### src/rtl/fifo_burst_reader.sv
// Burst reader for a non-showahead FIFO: waits for BURST_LEN buffered words, then drains them
// onto a valid/ready stream with sop/eop framing. Optional macro BURST_TIMEOUT_EN flushes partial data.
module fifo_burst_reader #(
    parameter int DWIDTH         = 16,
    parameter int AWIDTH         = 8,
    parameter int BURST_LEN      = 16,
    parameter int TIMEOUT_CYCLES = 64
) (
    input  logic              clk_i,
    input  logic              rst_n_i,
    input  logic [DWIDTH-1:0] fifo_q_i,
    input  logic              fifo_empty_i,
    input  logic [AWIDTH:0]   fifo_usedw_i,
    output logic              fifo_rdreq_o,
    output logic [DWIDTH-1:0] data_o,
    output logic              valid_o,
    input  logic              ready_i,
    output logic              sop_o,
    output logic              eop_o,
    output logic              busy_o
);
    localparam int CW = $clog2(BURST_LEN + 1);
    localparam int LW = AWIDTH + 1;
    localparam int EW = DWIDTH + 2;

    if (BURST_LEN < 1 || BURST_LEN > 2**AWIDTH || TIMEOUT_CYCLES < 1) begin : g_bad_param
        $error("fifo_burst_reader: illegal BURST_LEN or TIMEOUT_CYCLES");
    end

    typedef enum logic [1:0] {IDLE, BURST, DRAIN} state_e;

    state_e          state_q, state_d;
    logic [CW-1:0]   req_cnt_q, req_cnt_d;
    logic [EW-1:0]   head_q, head_d;
    logic [EW-1:0]   tail_q, tail_d;
    logic [1:0]      occ_q, occ_d;
    logic            inflight_q;
    logic [1:0]      tag_q;
    logic [1:0]      new_tag;
    logic [LW-1:0]   blen;
    logic [2:0]      level;
    logic            pop;
    logic            req_last;
    logic            full_burst;

`ifdef BURST_TIMEOUT_EN
    localparam int TW = $clog2(TIMEOUT_CYCLES + 1);
    logic [TW-1:0]   timer_q, timer_d;
    logic [LW-1:0]   blen_q, blen_d;
    logic            partial;
    logic            timeout;

    assign blen    = blen_q;
    assign partial = !fifo_empty_i && (fifo_usedw_i < LW'(BURST_LEN));
    assign timeout = partial && (timer_q == TW'(TIMEOUT_CYCLES));
`else
    assign blen = LW'(BURST_LEN);
`endif

    assign valid_o    = (occ_q != 2'd0);
    assign pop        = valid_o && ready_i;
    assign busy_o     = (state_q != IDLE);
    assign data_o     = head_q[EW-1:2];
    assign sop_o      = head_q[1];
    assign eop_o      = head_q[0];
    assign full_burst = (fifo_usedw_i >= LW'(BURST_LEN));

    // Words held plus the read in flight, minus the one leaving this cycle, must leave room.
    assign level        = 3'(occ_q) + 3'(inflight_q) - 3'(pop);
    assign fifo_rdreq_o = (state_q == BURST) && !fifo_empty_i && (level < 3'd2);

    assign req_last = (LW'(req_cnt_q) == blen - LW'(1));
    assign new_tag  = {(req_cnt_q == '0), req_last};

    always_comb begin
        state_d   = state_q;
        req_cnt_d = req_cnt_q;
`ifdef BURST_TIMEOUT_EN
        blen_d    = blen_q;
        timer_d   = '0;
`endif
        case (state_q)
            IDLE: begin
                if (full_burst) begin
                    state_d   = BURST;
                    req_cnt_d = '0;
`ifdef BURST_TIMEOUT_EN
                    blen_d    = LW'(BURST_LEN);
                end else if (timeout) begin
                    state_d   = BURST;
                    req_cnt_d = '0;
                    blen_d    = fifo_usedw_i;
                end else if (partial) begin
                    timer_d   = timer_q + TW'(1);
`endif
                end
            end
            BURST: begin
                if (fifo_rdreq_o) begin
                    req_cnt_d = req_cnt_q + CW'(1);
                    if (req_last) begin
                        state_d = DRAIN;
                    end
                end
            end
            DRAIN: begin
                if (pop && eop_o) begin
                    state_d = IDLE;
                end
            end
            default: state_d = IDLE;
        endcase
    end

    // Two-entry output buffer: head drives the stream, tail absorbs a capture while head stalls.
    always_comb begin
        head_d = head_q;
        tail_d = tail_q;
        occ_d  = occ_q;
        case ({inflight_q, pop})
            2'b01: begin
                head_d = tail_q;
                occ_d  = occ_q - 2'd1;
            end
            2'b10: begin
                if (occ_q == 2'd0) begin
                    head_d = {fifo_q_i, tag_q};
                end else begin
                    tail_d = {fifo_q_i, tag_q};
                end
                occ_d = occ_q + 2'd1;
            end
            2'b11: begin
                if (occ_q == 2'd1) begin
                    head_d = {fifo_q_i, tag_q};
                end else begin
                    head_d = tail_q;
                    tail_d = {fifo_q_i, tag_q};
                end
            end
            default: ;
        endcase
    end

    always_ff @(posedge clk_i or negedge rst_n_i) begin
        if (!rst_n_i) begin
            state_q    <= IDLE;
            req_cnt_q  <= '0;
            head_q     <= '0;
            tail_q     <= '0;
            occ_q      <= 2'd0;
            inflight_q <= 1'b0;
            tag_q      <= 2'b00;
        end else begin
            state_q    <= state_d;
            req_cnt_q  <= req_cnt_d;
            head_q     <= head_d;
            tail_q     <= tail_d;
            occ_q      <= occ_d;
            inflight_q <= fifo_rdreq_o;
            tag_q      <= new_tag;
        end
    end

`ifdef BURST_TIMEOUT_EN
    always_ff @(posedge clk_i or negedge rst_n_i) begin
        if (!rst_n_i) begin
            timer_q <= '0;
            blen_q  <= LW'(BURST_LEN);
        end else begin
            timer_q <= timer_d;
            blen_q  <= blen_d;
        end
    end
`endif

endmodule

### config.mk
export PLATFORM = sky130hd
export DESIGN_NAME = fifo_burst_reader
export DESIGN_NICKNAME = d
export VERILOG_FILES = /design/src/rtl/fifo_burst_reader.sv
export SDC_FILE = /design/constraint.sdc
export NUM_CORES = 1
export LEC_CHECK = 0
export ABC_AREA = 1
export CAP_MARGIN = 40
export CORE_ASPECT_RATIO = 0.5
export CORE_MARGIN = 10
export CORE_UTILIZATION = 43
export CTS_CLUSTER_DIAMETER = 30
export DETAILED_ROUTE_END_ITERATION = 12
export HOLD_SLACK_MARGIN = 0.12
export PLACE_DENSITY = 0.67
export SLEW_MARGIN = 20
export SYNTH_ARGS = -nofsm -noshare
export SYNTH_HDL_FRONTEND = slang
export SYNTH_SLANG_ARGS = --single-unit
### constraint.sdc
create_clock -name clk_i -period 5.3 [get_ports clk_i]
set_input_delay 1.06 -clock clk_i [delete_from_list [all_inputs] [get_ports clk_i]]
set_output_delay 1.06 -clock clk_i [all_outputs]
set_load 0.1 [all_outputs]
Word-level counts from Yosys, hierarchy flattened
Index checks and enable logic that the tools add are counted.
- bits in registers: 48
- bits of input ports: 29
- output and inout bits: 21
- logic and storage cells: 61
- $add $sub $neg: 5
- order comparisons: 2
- eq/ne operators: 14
- mux-type cells: 15
- reductions and logical operators: 18
- operators with widths (operator ; count):
    2-to-1 mux 18 bit ; 4
    case mux 18 bit (3 select lines) ; 1
    case mux 18 bit (2 select lines) ; 1
    != test 2 bit, second input constant ; 7
    2-to-1 mux 5 bit ; 2
    case mux 5 bit (2 select lines) ; 1
    nonzero test 2 bit ; 5
    >= comparator 9 x 5 -> 1 bit, second input constant ; 1
    2-to-1 mux 2 bit ; 4
    equality test 2 x 1 -> 1 bit, second input constant ; 3
    equality test 2 bit, second input constant ; 3
    case mux 2 bit (3 select lines) ; 1
    AND reduction 3 bit ; 2
    adder 5 x 1 -> 5 bit, second input constant ; 1
    equality test 5 x 4 -> 1 bit, second input constant ; 1
    logical NOT 5 bit ; 1
    logical AND 1 bit ; 4
    logical NOT 2 bit ; 2
    case mux 2 bit (2 select lines) ; 1
    AND reduction 4 bit ; 1
    adder 2 x 1 -> 3 bit ; 1
    less-than comparator 3 x 2 -> 1 bit, second input constant ; 1
    nonzero test 3 bit ; 1
    subtractor 3 x 1 -> 3 bit ; 1
    4 further kinds ; 4

Logic depth before layout (Yosys ltp)
- depth after elaboration: 7
- mapped depth: 14
- mapped depth without buffers: 14

Worst setup path before layout
OpenSTA, ideal clock, no wires.
- path kind: register -> output
- start point: register occ_q[1]
- end point: output port fifo_rdreq_o
- data arrival time: 3.427 ns
- path slack: 0.813 ns
- stages on the path, launching flop included: 12
- buffers on the path: 0
- cells stage by stage: dfrtp_1 > inv_1 > ha_1 > inv_2 > nand2_2 > ha_1 > or2_2 > fa_1 > inv_1 > nor2_1 > nand2_1 > nor2_2
- word-level cells in the longest chain between the ends: 5
- elaborated cells between the ends (all ways): 6
- classes of those cells: add/sub: 2; order compare: 1; reduce/logical: 3
- RTL lines (item ; line ; text):
    start, declared ; 36 ; logic [1:0] occ_q, occ_d;
    start signal, assigned ; 151 ; occ_q <= 2'd0;
    start signal, assigned ; 159 ; occ_q <= occ_d;
    nonzero test 2 bit ; 60 ; assign valid_o = (occ_q != 2'd0);
    via valid_o ; 16 ; output logic valid_o,
    logical AND 1 bit ; 61 ; assign pop = valid_o && ready_i;
    subtractor 3 x 1 -> 3 bit ; 69 ; assign level = 3'(occ_q) + 3'(inflight_q) - 3'(pop);
    less-than comparator 3 x 2 -> 1 bit ; 70 ; assign fifo_rdreq_o = (state_q == BURST) && !fifo_empty_i && (level < 3'd2);
    logical AND 1 bit ; 70 ;
    end, declared ; 14 ; output logic fifo_rdreq_o,
The timed path passes the listed nets, and every way through them passes these cells.

Worst setup path after layout
- start point: input port ready_i
- end point: output port fifo_rdreq_o
- word-level cells in the longest chain between the ends: 4
- RTL lines (item ; line ; text):
    start, declared ; 17 ; input logic ready_i,
    logical AND 1 bit ; 61 ;
    subtractor 3 x 1 -> 3 bit ; 69 ;
    less-than comparator 3 x 2 -> 1 bit ; 70 ;
    logical AND 1 bit ; 70 ;
No other way between the ends.

==> results by group <==
Power
  • Internal: 0.00138 W
  • Peak VDD IR: 0.379 mV
  • Switching pwr: 0.00141 W
  • Seq pwr share: 0.222
  • Cell Pwr Density: 743 mW/mm2
  • Clock power share: 0.128
  • Gate power share: 0.651
  • Static leakage: 1.84 nW
  • Switching part of the total: 0.505

Route
  • Avg Vias per Cell: 4.71
  • Remaining DRCs: 0
  • DRT iter0 DRCs: 161
  • Detail Route Antenna Nets: 0
  • WL/cell: 12.7 um
  • Via count: 2425
  • DRT Pass-1 Iters: 5
  • Total wire length: 6560 um

Timing
  • RSZ-0062 raised after global routing: no
  • Skew final: 0.00494 ns
  • Final-report max-slew violation count: 0
  • Setup TNS: 0 ns
  • F_max: 213 MHz
  • Final worst slack: 0.613 ns
  • Minimum clock period: 4.69 ns
  • Max_slew headroom: 0.657
  • Fin crit share: 0.884
  • Final setup violating endpoints: 0
  • Tightest Pin Transition: 0.514 ns
  • Final hold violations: 0

Worst setup path
  • Cell-by-cell trace of the critical path: clkdlybuf4s50_1 > nand2_2 > ha_1 > or2_2 > fa_1 > inv_1 > nor2_1 > nand2_1 > nor2_2 > buf_12
  • CP peak stage delay: 0.56 ns
  • Worst Setup SP: ready_i
  • Crit-path slowest cell: clkdlybuf4s50_1
  • Buffers & Inverters on Critical Path: 3
  • Worst endpoint required time: 4.24 ns
  • Setup crit start kind: primary input
  • RR Startpoint: occ_q[1]
  • Crit Path Class: primary input to output port
  • Critical Path AT: 3.63 ns
  • CP endpoint kind: output port
  • CP delay by family, top: simple AND/OR/NAND/NOR gates
  • Critical path fanouts, max: 7

CTS
  • Worst-Skew Late Latency: 0.29 ns
  • CTS Sinks: 48
  • CTS buffer count: 5
  • CTS max path bufs: 2
  • Post-CTS Hold Buffers: 0
  • TritonCTS clock tree: done
  • H-tree depth: 2
  • Worst-path clk slew: 0.06 ns
  • Clk root buf: clkbuf_16
  • Setup Fix Bufs, Post-CTS: 0
  • Resized cells post-CTS: 0

Final layout
  • Commonest non-fill, non-tap cell in the layout: nand2_1
  • Nets: 462
  • Area of the multi-input gates: 0.00133 mm2
  • Fillers: 531
  • # diodes: 0
  • Layout cell share with drive strength beyond 1: 0.180
  • Register Area: 0.00120 mm2
  • Most frequent cells in the layout: 136 x nand2_1, 48 x dfrtp_1, 43 x clkdlybuf4s50_1
  • Area growth syn-to-layout: 35.4%

Global route
  • All-Layer GR Usage: 0.134
  • Antenna violations before repair: 0
  • Largest net degree at the start of global routing: 38
  • Global-route wire length before repair: 11600 um
  • Grt total ovfl: 0
  • Vias in the first global route: 2511

Synth
  • Mapped Cells: 364
  • Post-synth top flop: dfrtp_1
  • Distinct cells, synth: 29
  • Syn_nets: 400
  • Async S/R FF share, synth: 1.00
  • Seq cells post-synth: 48
  • Syn. warnings: 0
  • Sequential area share after synthesis: 0.434
  • Post-synth EDFFs: 0
  • Cell Area, Synth: 0.00277 mm2
  • Mean Syn Cell Area: 7.60 um2

Floorplanning
  • Core area: 0.00616 mm2
  • I/O pins: 50
  • Die height: 76.7 um
  • Initial Util: 0.449
  • # rows: 20
  • Full die area: 0.0102 mm2
  • Die Wd: 133 um

Run
  • MaxCap Viol Count: 0

Min path
  • Worst hold path class: register to register
  • Hold_sp: req_cnt_q[3]

Place
  • Post-DP HPWL: 4600 um
  • Port bufs: 45
  • GPL Wtd Cong: 0.752
  • Worst Setup Slack post-DPL: 0.602 ns

Status
  • Status: finished, final reports clean
-- power by group through the flow --
stage                     sequential (W)  combinational [W]  clock, W
after floorplan                  0.00112           0.000726         0
after global placement          0.000615            0.00153         0
after detailed placement        0.000625            0.00182         0
after CTS                       0.000618            0.00183  0.000367
after global routing            0.000633            0.00196  0.000382
final                           0.000617            0.00181  0.000356
-- layout make-up --
| class | count | area share |
|---|---|---|
| Clock buffer | 6 | 0.0344 |
| Clock inverter | 2 | 0.00936 |
| Inverter | 37 | 0.0384 |
| Tap cell | 88 | 0.0294 |
| Multi-Input combinational cell | 266 | 0.354 |
| Timing Repair Buffer | 68 | 0.213 |
| Sequential cell | 48 | 0.321 |
-- state kept, by name (all words and copies together), names as in the netlist --
register,flops
head_q,18
inflight_q,1
occ_q,2
req_cnt_q,5
state_q,2
tag_q,2
tail_q,18
-- worst paths after layout --
check	end	slack [ns]	depth (start not counted)
min reg2reg	tag_q[1]	0.45	1
max	fifo_rdreq_o	0.61	10
min	tag_q[1]	0.45	1
max in group asynchronous	tail_q[8]	4.03	2
max reg2reg	req_cnt_q[0]	2.36	14
min in group asynchronous	state_q[1]	0.74	1
-- cell usage after synthesis, types with 3 or more instances --
cell type	instances	area share
dfrtp_1	48	0.43
buf_2	5	0.0090
nand3_1	3	0.0054
nor2_2	14	0.032
inv_2	4	0.0054
nor2_1	35	0.048
a21oi_2	18	0.057
o21ai_1	27	0.049
o21ai_0	11	0.020
inv_1	32	0.043
ha_1	6	0.027
buf_6	4	0.016
nand2_1	136	0.18
-- kinds of logic after synthesis --
family,count (synthesis),synth area share
and+or+nand+nor,198,0.305
buffers and inverters,50,0.0855
adders and majority gates,7,0.0344
xor gates and xnor gates,3,0.00950
DFF,48,0.434
AOI/OAI and AO/OA,58,0.132
-- stage by stage --
step	std cells	util	hold WS, ns	cell area [um2]	total power (W)
final	515	0.608	0.447	3740	0.00278
after global routing	515	0.608	0.482	3740	0.00298
after CTS	514	0.606	0.451	3730	0.00281
after detailed placement	506	0.579	0.444	3570	0.00244
after global placement	485	0.527	0.449	3250	0.00214
after floorplan	364	-	0.427	2770	0.00185
-- per-layer routing --
metal / share of wire / track usage
met1: 0.44 / 0.160
met2: 0.51 / 0.231
met3: 0.033 / 0.0332
met4: 0.0093 / 0.0443
met5: 0 / 0
No activity file was read; power rests on OpenSTA's default activity.
